## src/rtl/alu_pkg.sv

```systemverilog
// Shared opcode encoding and helpers for the sequential ALU and its
// iterative multiply/divide engine.
package alu_pkg;

    localparam int OP_W = 3;

    typedef logic [OP_W-1:0] op_t;

    localparam op_t OP_ADD  = 3'd0;
    localparam op_t OP_SUB  = 3'd1;
    localparam op_t OP_AND  = 3'd2;
    localparam op_t OP_OR   = 3'd3;
    localparam op_t OP_XOR  = 3'd4;
    localparam op_t OP_SLT  = 3'd5;
    localparam op_t OP_MUL  = 3'd6;
    localparam op_t OP_DIVU = 3'd7;

    function automatic logic is_multicycle(input op_t op);
        return (op == OP_MUL) || (op == OP_DIVU);
    endfunction

endpackage

```

## src/rtl/alu_muldiv.sv

```systemverilog
// Iterative unsigned shift-add multiplier / restoring divider, one bit per cycle.
// DONE flags the final step; LO/HI/DIVZERO then show that step's result.
module alu_muldiv
    import alu_pkg::*;
#(
    parameter int WIDTH = 16
) (
    input  logic             CLK,
    input  logic             RST,
    input  logic             START,
    input  logic             OP_DIV,
    input  logic [WIDTH-1:0] A,
    input  logic [WIDTH-1:0] B,
    output logic             BUSY,
    output logic             DONE,
    output logic [WIDTH-1:0] LO,
    output logic [WIDTH-1:0] HI,
    output logic             DIVZERO
);

    localparam int CNT_W = $clog2(WIDTH) + 1;

    logic [WIDTH-1:0] hi_q, hi_d;
    logic [WIDTH-1:0] lo_q, lo_d;
    logic [WIDTH-1:0] b_q;
    logic [CNT_W-1:0] cnt_q;
    logic             busy_q;
    logic             div_q;
    logic [WIDTH:0]   mul_sum;
    logic [WIDTH:0]   div_shift;
    logic             div_fits;

    // HI holds the partial product (MUL) or partial remainder (DIVU);
    // LO holds the multiplier being shifted out or the quotient shifted in.
    always_comb begin
        mul_sum   = {1'b0, hi_q} + (lo_q[0] ? {1'b0, b_q} : '0);
        div_shift = {hi_q, lo_q[WIDTH-1]};
        div_fits  = (div_shift >= {1'b0, b_q});
        if (div_q) begin
            hi_d = div_fits ? (div_shift[WIDTH-1:0] - b_q) : div_shift[WIDTH-1:0];
            lo_d = {lo_q[WIDTH-2:0], div_fits};
        end else begin
            hi_d = mul_sum[WIDTH:1];
            lo_d = {mul_sum[0], lo_q[WIDTH-1:1]};
        end
    end

    // NOTE: state registers use non-blocking assignments so every flop samples
    // the pre-edge values, independent of statement order.
    always_ff @(posedge CLK) begin
        if (RST) begin
            hi_q   <= '0;
            lo_q   <= '0;
            b_q    <= '0;
            cnt_q  <= '0;
            busy_q <= 1'b0;
            div_q  <= 1'b0;
        end else if (START) begin
            hi_q   <= '0;
            lo_q   <= A;
            b_q    <= B;
            cnt_q  <= CNT_W'(WIDTH);
            busy_q <= 1'b1;
            div_q  <= OP_DIV;
        end else if (busy_q) begin
            hi_q  <= hi_d;
            lo_q  <= lo_d;
            cnt_q <= cnt_q - 1'b1;
            if (cnt_q == CNT_W'(1)) begin
                busy_q <= 1'b0;
            end
        end
    end

    // With B == 0 every trial subtract fits, so the quotient saturates to all
    // ones and the remainder ends up equal to A without special casing.
    assign BUSY    = busy_q;
    assign DONE    = busy_q && (cnt_q == CNT_W'(1));
    assign LO      = lo_d;
    assign HI      = hi_d;
    assign DIVZERO = div_q && (b_q == '0);

endmodule

```

## src/rtl/alu_seq.sv

```systemverilog
// Multi-cycle ALU with valid/ready handshake: single-cycle logic/arith ops,
// iterative MUL/DIVU via alu_muldiv, registered result and flags.
module alu_seq
    import alu_pkg::*;
#(
    parameter int WIDTH = 16
) (
    input  logic             CLK,
    input  logic             RST,
    input  logic             IN_VALID,
    output logic             READY,
    input  logic [OP_W-1:0]  OP,
    input  logic [WIDTH-1:0] INPUTA,
    input  logic [WIDTH-1:0] INPUTB,
    output logic [WIDTH-1:0] OUT,
    output logic [WIDTH-1:0] HI,
    output logic             OUT_VALID,
    output logic             ZERO,
    output logic             EQUAL,
    output logic             CARRY,
    output logic             OVERFLOW,
    output logic             DIVZERO
);

    localparam logic [0:0] S_IDLE = 1'b0;
    localparam logic [0:0] S_BUSY = 1'b1;

    logic [0:0]       state_q, state_d;
    logic             ready_q, ready_d;
    logic [WIDTH-1:0] out_q, out_d;
    logic [WIDTH-1:0] hi_q, hi_d;
    logic             valid_q, valid_d;
    logic             zero_q, zero_d;
    logic             equal_q, equal_d;
    logic             carry_q, carry_d;
    logic             ovf_q, ovf_d;
    logic             divz_q, divz_d;
    logic             eq_pend_q, eq_pend_d;

    logic             accept;
    logic             start;
    logic [WIDTH:0]   add_w;
    logic [WIDTH:0]   sub_w;
    logic             a_msb, b_msb;
    logic             md_busy, md_done, md_divz;
    logic [WIDTH-1:0] md_lo, md_hi;

    alu_muldiv #(.WIDTH(WIDTH)) u_muldiv (
        .CLK     (CLK),
        .RST     (RST),
        .START   (start),
        .OP_DIV  (OP == OP_DIVU),
        .A       (INPUTA),
        .B       (INPUTB),
        .BUSY    (md_busy),
        .DONE    (md_done),
        .LO      (md_lo),
        .HI      (md_hi),
        .DIVZERO (md_divz)
    );

    // NOTE: every signal assigned here gets a default first, so no path can
    // leave it unassigned and infer a latch.
    always_comb begin
        accept = IN_VALID && ready_q;
        start  = accept && is_multicycle(OP);
        add_w  = {1'b0, INPUTA} + {1'b0, INPUTB};
        sub_w  = {1'b0, INPUTA} - {1'b0, INPUTB};
        a_msb  = INPUTA[WIDTH-1];
        b_msb  = INPUTB[WIDTH-1];

        state_d = state_q;
        case (state_q)
            S_IDLE:  if (start) state_d = S_BUSY;
            default: if (md_done || !md_busy) state_d = S_IDLE;
        endcase
        ready_d = (state_d == S_IDLE);

        out_d     = out_q;
        hi_d      = hi_q;
        zero_d    = zero_q;
        equal_d   = equal_q;
        carry_d   = carry_q;
        ovf_d     = ovf_q;
        divz_d    = divz_q;
        valid_d   = 1'b0;
        eq_pend_d = start ? (INPUTA == INPUTB) : eq_pend_q;

        if (accept && !is_multicycle(OP)) begin
            hi_d    = '0;
            carry_d = 1'b0;
            ovf_d   = 1'b0;
            divz_d  = 1'b0;
            valid_d = 1'b1;
            equal_d = (INPUTA == INPUTB);
            case (OP)
                OP_ADD: begin
                    out_d   = add_w[WIDTH-1:0];
                    carry_d = add_w[WIDTH];
                    ovf_d   = (a_msb == b_msb) && (add_w[WIDTH-1] != a_msb);
                end
                OP_SUB: begin
                    out_d   = sub_w[WIDTH-1:0];
                    carry_d = sub_w[WIDTH];
                    ovf_d   = (a_msb != b_msb) && (sub_w[WIDTH-1] != a_msb);
                end
                OP_AND:  out_d = INPUTA & INPUTB;
                OP_OR:   out_d = INPUTA | INPUTB;
                OP_XOR:  out_d = INPUTA ^ INPUTB;
                OP_SLT:  out_d = {{(WIDTH-1){1'b0}}, $signed(INPUTA) < $signed(INPUTB)};
                default: out_d = '0;
            endcase
            zero_d = (out_d == '0);
        end else if (md_done) begin
            out_d   = md_lo;
            hi_d    = md_hi;
            zero_d  = (md_lo == '0);
            equal_d = eq_pend_q;
            carry_d = 1'b0;
            ovf_d   = 1'b0;
            divz_d  = md_divz;
            valid_d = 1'b1;
        end
    end

    always_ff @(posedge CLK) begin
        if (RST) begin
            state_q   <= S_IDLE;
            ready_q   <= 1'b0;
            out_q     <= '0;
            hi_q      <= '0;
            valid_q   <= 1'b0;
            zero_q    <= 1'b0;
            equal_q   <= 1'b0;
            carry_q   <= 1'b0;
            ovf_q     <= 1'b0;
            divz_q    <= 1'b0;
            eq_pend_q <= 1'b0;
        end else begin
            state_q   <= state_d;
            ready_q   <= ready_d;
            out_q     <= out_d;
            hi_q      <= hi_d;
            valid_q   <= valid_d;
            zero_q    <= zero_d;
            equal_q   <= equal_d;
            carry_q   <= carry_d;
            ovf_q     <= ovf_d;
            divz_q    <= divz_d;
            eq_pend_q <= eq_pend_d;
        end
    end

    assign READY     = ready_q;
    assign OUT       = out_q;
    assign HI        = hi_q;
    assign OUT_VALID = valid_q;
    assign ZERO      = zero_q;
    assign EQUAL     = equal_q;
    assign CARRY     = carry_q;
    assign OVERFLOW  = ovf_q;
    assign DIVZERO   = divz_q;

endmodule

```

## config.mk

```make
export PLATFORM = sky130hd
export DESIGN_NAME = alu_seq
export DESIGN_NICKNAME = d
export VERILOG_FILES = /design/src/rtl/alu_pkg.sv /design/src/rtl/alu_muldiv.sv /design/src/rtl/alu_seq.sv
export SDC_FILE = /design/constraint.sdc
export NUM_CORES = 1
export LEC_CHECK = 0
export ABC_AREA = 1
export BUFFER_PORTS_ARGS = -buffer_cell sky130_fd_sc_hd__buf_4
export CORE_UTILIZATION = 57
export CTS_BUF_LIST = sky130_fd_sc_hd__clkbuf_4
export DETAILED_ROUTE_END_ITERATION = 12
export PLACE_DENSITY_LB_ADDON = 0.3
export SYNTH_ARGS = -nofsm -noshare
export SYNTH_HDL_FRONTEND = slang
export SYNTH_SLANG_ARGS = --single-unit
export TNS_END_PERCENT = 100
```

## constraint.sdc

```tcl
create_clock -name CLK -period 2.5 [get_ports CLK]
set_input_delay 0.125 -clock CLK [delete_from_list [all_inputs] [get_ports CLK]]
set_output_delay 0.125 -clock CLK [all_outputs]
set_load 0.02 [all_outputs]
```

==> results.cfg <==
[timing]
setup_repair_after_global_routing_missed_its_margin = true
max_slew_headroom_pct = 56.9
hold_viol_final = 0
achievable-frequency_ghz = 0.409
worst_clock_skew_ps = 29.0
final_max_slew_viol_count = 0
report.final.setup_viol = 0
final.period_utilization_pct = 97.7
tightest_slew_ps = 645
timing.final.crit_period_ps = 2440

[placed_design]
dp_cells = 1799
dpl-instance-area_mm2 = 0.0102
io_buffer_count = 76
place_congestion = 1.01
detailed_place_hpwl_mm = 23.9

[global_route]
grt_first_pass_wirelength_mm = 46.1
first_global_vias = 8839
largest_net_degree_at_the_start_of_global_routing = 38
overflow = 0
antenna_found_initial = 0
globalRouteTotalUtil_pct = 36.5

[synth]
ys_async_sr_fraction_pct = 0
synth_nets = 1624
syn-mean-instance-area_um2 = 6.07
synth_top_cells_by_area = dfxtp_1 21%, nand2_1 15%, ha_1 12%, inv_1 11%, nand3_1 7.9%
post-synth-top-area-cell = dfxtp_1
postSynthRegisterBits = 96
synth.distinct_cells = 47
area_share_of_the_largest_cell_type_after_synthesis_pct = 21.2
ys.warnings.count = 0
synthesis.area_mm2 = 0.00907
ys_dominant_reg_cell = dfxtp_1
seq_area_frac_synth_pct = 21.2
netlist_instances = 1494
number_of_flops_mapped_to_enable_cells_by_yosys = 0

[cells_and_area]
mostFrequentLayoutCell = nand2_1
antenna_cells_inserted = 0
post_route_design_area_mm2 = 0.0106
finish.cell_count_without_fillers = 1822
post_route_cells_drive_above_1_share_pct = 16.1
area_delta_synth_final_pct = 16.7
finalNetCount = 1736
most-common-layout-cells = 353 x nand2_1, 265 x inv_1, 147 x buf_4

[die]
die_x_um = 128
fp-row-count = 45
die_height_um = 128
boundaryPins = 77
initial_core_util_pct = 59.0
fp.coreArea_mm2 = 0.0154
die_area_mm2 = 0.0164

[clock_tree]
cts.sink_count = 96
cts_root_buffer_type = clkbuf_4
cts_tree = built
cts_max_path_buffers = 2
cts_max_level = 3
insertion_delay_ps = 480
tritoncts.num_buffers = 9
clkSlewWorstSetupHoldPaths_ps = 170

[critical_path]
timing.critical_path.fanout_max = 4
worstPathArrival_ps = 2850
worst_path_class_setup = reg2reg
crit_required_ps = 2900
cpPeakStageDelay_ps = 400
cpMaxStageDelayCell = dfxtp_4
cp-start-kind = flop
timing.critical_path.cells = buf_12 > nand2_1 > inv_2 > ha_4 > a21oi_2 > nand2_2 > buf_4 > nand4_1 > nand3_2 > a21oi_2 > inv_1 > or2_2 > nand3_2 > nand3_1 > nand2_1 > inv_1
timing.critical_path.to_type = flop

[power]
total_leakage_power_nw = 5.75
powerDensity_mw_per_mm2 = 386
power.ir.vdd_worst_uv = 288

[drt]
post_drt_wl_per_cell_um = 16.4
drt_pre_antenna_iters = 6
wl_mm = 29.9
detail_route.iter0.violations = 921
remaining_drc_errors = 0
via_count = 10100
detail-route-antenna-nets = 0
route.detailed.vias_per_inst = 5.54

[min_path]
hold_class = in2reg

[run]
max-cap-violations = 0

[run_status]
status = finished clean
-- per-layer routing --
metal  track usage (%)  share of wire (%)
met5                 0                  0
met1              52.6                 45
met4              11.1                3.0
met3              8.01                 11
met2              53.8                 41
-- final cells by class --
type	count	area, um^2
multi-input combinational	1059	5980
timing repair buffer	154	1200
tap	211	264
inverter	286	1070
fill	1419	4790
sequential	96	1930
clock buffer	10	75.1
clock inverter	6	51.3
-- synth_stat cells (3+ instances only) --
cell type and count:
inv_2 15, a31oi_1 10, nand4_1 15, a221oi_1 3, a22oi_1 4, fa_1 4, o21bai_1 5, a21oi_2 3
nand2_1 357, buf_4 8, xnor2_1 7, nor2_1 124, a21oi_1 86, nand3_1 144, or2_2 10, clkbuf_1 22
ha_1 88, o221ai_1 6, nand2_2 9, a21o_1 3, o21ai_1 16, nor3_1 11, nor2_2 5, xor2_1 11
buf_2 16, o21a_1 19, buf_6 4, o22ai_1 43, inv_1 269, nor4_1 4, dfxtp_1 96, o21ai_0 56
-- flip-flops by register name (all words and copies together) (netlist names) --
name / cells
u_muldiv.div_q: 1
u_muldiv.b_q: 16
EQUAL: 1
u_muldiv.lo_q: 16
u_muldiv.BUSY: 1
u_muldiv.cnt_q: 5
HI: 16
u_muldiv.hi_q: 16
DIVZERO: 1
eq_pend_q: 1
OVERFLOW: 1
READY: 1
OUT_VALID: 1
state_q: 1
OUT: 16
ZERO: 1
CARRY: 1
-- metrics by stage --
step	setup TNS (ps)	utilization, %	setup slack, ps	hold WS (ps)	total power [mW]
3_5_place_dp	0	66.3	15.2	458	3.18
3_3_place_gp	0	66.3	35.9	443	3.17
5_1_grt	-269	68.8	-59.8	21.8	4.31
6_report	0	68.8	56.9	36.8	4.08
2_1_floorplan	0	-	76.9	298	2.68
4_1_cts	0	67.3	11.9	8.48	4.00
-- kinds of logic after synthesis --
kind of cell | Yosys count | synth area share [%]
xor gates and xnor gates | 18 | 1.74
adders and majority gates | 92 | 13.0
AOI/OAI and AO/OA | 258 | 16.4
buffers and inverters | 339 | 14.9
and+or+nand+nor | 691 | 32.7
DFF | 96 | 21.2
-- what timing repair did --
item,4_1_cts,5_1_grt
hold endpoints to repair,12,1
endpoints found under the setup margin,6,33
gates resized for setup,2,49
pin swaps,0,9
buffers inserted,0,3
hold buffers,3,1
-- path summary, 6_finish.rpt --
path	from	endpoint	slack [ps]	depth (start not counted)
hold / removal	INPUTB[13]	u_muldiv.b_q[13]	40	3
hold reg to reg	CARRY	CARRY	480	2
setup reg to reg	u_muldiv.lo_q[0]	u_muldiv.hi_q[13]	60	16
setup / recovery	u_muldiv.lo_q[0]	u_muldiv.hi_q[13]	60	16
-- where the power goes --
group | leakage, nW | switching [mW] | internal (mW)
clock network | 0.0616 | 0.605 | 0.230
registers | 0.781 | 0.0393 | 1.57
logic | 4.90 | 1.03 | 0.609
total | 5.75 | 1.67 | 2.41
-- critical path: cells and delay by family (launching register included) --
kind	cells	cell delay, ps
fa+ha+maj	1	230
flops	1	400
simple gates	8	990
buf+inv	5	410
compound gates	2	320
Power figures use the tool's default switching activity.
